$ cat src/rtl/fetch_unit.sv
// Instruction-fetch sequencer: latches PC, holds an imem read until ack, returns the word with a 1-cycle iready.
// Latency: 3 cycles per instruction plus memory wait states; stall holds off new fetches only, never an issued request.
module fetch_unit #(
  parameter int          TIMEOUT = 255,
  parameter logic [31:0] NOP     = 32'h00000013
) (
  input  logic        clk,
  input  logic        nRST,
  input  logic [31:0] PCaddr,
  input  logic        stall,
  output logic        imem_ren,
  output logic [31:0] imem_addr,
  input  logic [31:0] imem_rdata,
  input  logic        imem_ack,
  output logic        iready,
  output logic [31:0] instr,
  output logic        fetch_err
);

  localparam int TW = $clog2(TIMEOUT + 1);
  localparam logic [TW-1:0] TIMER_LAST = TW'(TIMEOUT - 1);

  localparam logic [1:0] IDLE  = 2'd0;
  localparam logic [1:0] FETCH = 2'd1;
  localparam logic [1:0] DONE  = 2'd2;
  localparam logic [1:0] ERR   = 2'd3;

  logic [1:0]    state;
  logic [TW-1:0] timer;

  always_ff @(posedge clk) begin
    if (!nRST) begin
      state     <= IDLE;
      imem_ren  <= 1'b0;
      imem_addr <= 32'd0;
      iready    <= 1'b0;
      instr     <= NOP;
      fetch_err <= 1'b0;
      timer     <= '0;
    end else begin
      case (state)
        IDLE: begin
          iready <= 1'b0;
          if (!stall) begin
            state     <= FETCH;
            imem_addr <= PCaddr;
            imem_ren  <= 1'b1;
            timer     <= '0;
          end
        end
        FETCH: begin
          // ack takes priority over a timeout landing in the same cycle
          if (imem_ack) begin
            instr    <= imem_rdata;
            iready   <= 1'b1;
            imem_ren <= 1'b0;
            state    <= DONE;
          end else if (timer == TIMER_LAST) begin
            fetch_err <= 1'b1;
            imem_ren  <= 1'b0;
            state     <= ERR;
          end else begin
            timer <= timer + 1'b1;
          end
        end
        DONE: begin
          iready <= 1'b0;
          state  <= IDLE;
        end
        ERR: begin
          imem_ren <= 1'b0;
          iready   <= 1'b0;
        end
        default: state <= IDLE;
      endcase
    end
  end

endmodule
$ cat config.mk
export PLATFORM = sky130hd
export DESIGN_NAME = fetch_unit
export DESIGN_NICKNAME = d
export VERILOG_FILES = /design/src/rtl/fetch_unit.sv
export SDC_FILE = /design/constraint.sdc
export NUM_CORES = 1
export LEC_CHECK = 0
export BUFFER_PORTS_ARGS = -buffer_cell sky130_fd_sc_hd__clkbuf_2
export CAP_MARGIN = 40
export CORE_ASPECT_RATIO = 1.1
export CORE_MARGIN = 5
export CORE_UTILIZATION = 46
export DETAILED_ROUTE_END_ITERATION = 6
export PLACE_DENSITY = 0.79
export SYNTH_ARGS = -nofsm -noshare
export SYNTH_HDL_FRONTEND = slang
export SYNTH_SLANG_ARGS = --single-unit
$ cat constraint.sdc
create_clock -name clk -period 2.6 [get_ports clk]
set_input_delay 0.26 -clock clk [delete_from_list [all_inputs] [get_ports clk]]
set_output_delay 0.26 -clock clk [all_outputs]
set_load 0.02 [all_outputs]
==> metrics.cfg <==
[pwr]
pwr_density_cell_nw_per_um2 = 882.6
leakage_nw = 1.750
switchingPower_w = 0.001226
clockPowerShare_pct = 25.8
comb_power_share_pct = 31.3
p_seq_share_pct = 42.9
irDropWorstVdd_mv = 0.4804
cell_internal_pwr_w = 0.002189
p_sw_share_pct = 35.89

[synth]
synth_cell_types = 35
yosysWarnings = 0
synth.top_cells.by_area = dfxtp_1, nand2_1, a21oi_1
synth-seq-cells = 77
async_flop_share_pct = 0
syn-instance-count = 378
avgSynthCellArea_um2 = 7.881
synth_nets = 452
synth_top_area_share_pct = 51.74
ys_dominant_reg_cell = dfxtp_1
seq_area_frac_synth_pct = 51.74
synth-edff-count = 0
synth_top_area_cell = dfxtp_1
synth_area_um2 = 2979

[clock_network]
cts_root_buf = clkbuf_8
cts_tree = yes
post-cts-setup-buffers = 0
path_clk_slew_ns = 0.08
numCtsBuffers = 9
cts_sinks = 77
cts_resized = 0
cts_hold_buf = 0
ctsHtreeMaxLevel = 3
clockBufferDepth = 2
clk_latency_ns = 0.34

[floorplanning]
die_area_um2 = 8188
die_w_um = 86.73
start_util_pct = 47.81
rows = 30
core_area_um2 = 6231
die_h_um = 94.41
io_pins = 135

[outcome]
status = completed

[worst_setup_path]
critPathLaunchType = flip-flop
worst_setup_path_end_kind = flip-flop
ff2ff_path_depth = 6
crit_arrival_ns = 2.31
crit_fanout = 12
cp.required_ns = 2.83
critPathKind = flip-flop to flip-flop

[sta]
fmax_mhz = 481.6
rsz0062_at_grt = no
min_period_over_period_pct = 79.86
hold_viol = 0
slew_viol_final = 0
fin_skew_ns = 0.009047
finalSetupViolCount = 0
fin_setup_tns_ns = 0
tightest_slew_ns = 0.5569
relSlewSlack_pct = 62.88
fin_crit_ns = 2.076

[finish]
nFillCells = 591
regArea_um2 = 1541
final_common_cell = nand2_1
n_antenna_cell = 0
final_cell_mix = nand2_1, clkbuf_2, dfxtp_1, a21oi_1, clkbuf_8
nets = 577
stdcell_count = 587
syn_to_final_growth_pct = 29.86
multi_input_area_um2 = 1299
drive_above_1_share_pct = 31.56

[global_routing]
grt_pass1_wl_um = 12370
grt_antenna_before_repair = 0
grt-ovfl-total = 0
grt_max_degree = 48
grt_use_total_pct = 18.91
grt_pass1_vias = 2768

[drt]
final_antenna_net_count = 0
routed_wl_um = 7857
vias = 2950
drt_iter0_drc = 133
firstDrtPassIters = 4
wl_per_cell_um = 13.39
via_per_inst = 5.026
drc = 0

[placed_design]
place_congestion = 0.8866
placed_cells_incl_taps = 572
dp_hpwl_um = 5809
io_buffers = 134

[job]
timing.max_cap.violations = 0

[hold_path]
hp-class = primary input to flip-flop
hold_depth = 3

## area by class of cell
type / count / area share, %
repair buffers: 139 / 18.31
multi-input cells: 268 / 33.57
well taps: 80 / 2.587
inverters: 8 / 0.7762
clock buffers: 11 / 3.655
clock inverters: 4 / 1.261
flip-flops and latches: 77 / 39.84
## power by group through the flow
stage | clock (W) | sequential (W) | combinational [W]
final | 0.000880 | 0.00147 | 0.00107
after global routing | 0.000947 | 0.00149 | 0.00119
after CTS | 0.000902 | 0.00147 | 0.00108
after detailed placement | 0 | 0.00149 | 0.00108
after global placement | 0 | 0.00148 | 0.00106
after floorplan | 0 | 0.00169 | 0.000529
## layer usage
layer  vias to the layer above  routed length [µm]  track usage [%]
li1                       1504                   -                -
met4                         0                 129            8.571
met1                      1341                3076            21.24
met5                         -                   0                0
met2                        90                4098            33.35
met3                        15                 552            4.887
## cell usage after synthesis, types with 2 or more instances
library cell,number
a21oi_1,66
a31oi_1,3
and2b_2,2
and3_1,2
buf_1,5
buf_4,2
clkbuf_1,17
dfxtp_1,77
ha_1,6
inv_1,8
mux2i_1,2
nand2_1,136
nand3_1,5
nand4_1,2
nor2_1,8
nor2b_1,2
nor4_1,3
o211ai_1,2
o21ai_0,9
o21ai_1,2
o31ai_1,2
or3_1,3
or4_1,2
## registers in the layout, summed over array words and instances (netlist names)
name       cells
fetch_err      1
imem_addr     32
imem_ren       1
instr         32
iready         1
state          2
timer          8
## path summary, 6_finish.rpt
path / startpoint / end / slack [ns]
worst max-delay path: state[1] / state[1] / 0.52
worst min-delay path: PCaddr[11] / imem_addr[11] / 0.12
worst max register to register: state[1] / state[1] / 0.52
worst min register to register: instr[15] / instr[15] / 0.45
## worst max-delay path, stage by stage, from the launching register on
cell	delay, ns
dfxtp_1	0.35
inv_1	0.09
ha_1	0.36
nor2b_1	0.29
a21boi_1	0.48
nor2_1	0.14
o221a_2	0.26
## stage by stage
stage,hold slack [ns],instance area [µm²],utilization (%),power [W],setup slack [ns]
6_report,0.1242,3869,62.09,0.003414,0.5236
5_1_grt,0.1233,3869,62.09,0.003621,0.3897
4_1_cts,0.1163,3869,62.09,0.003446,0.5328
3_5_place_dp,0.4459,3679,59.04,0.002567,0.5560
3_3_place_gp,0.4401,3679,59.04,0.002537,0.6517
2_1_floorplan,0.3758,2979,-,0.002221,0.7963
## logic make-up (layout without fill, tap and decap cells)
kind of cell / Yosys count / count (layout) / share of synthesized area [%]
buffers and inverters: 33 / 162 / 4.662
AO/OA/AOI/OAI: 90 / 90 / 16.46
flip-flops: 77 / 77 / 51.74
AND/OR/NAND/NOR: 170 / 170 / 23.94
adder cells (fa/ha/maj): 6 / 6 / 2.520
multiplexers: 2 / 2 / 0.6720
Power figures use the tool's default switching activity.
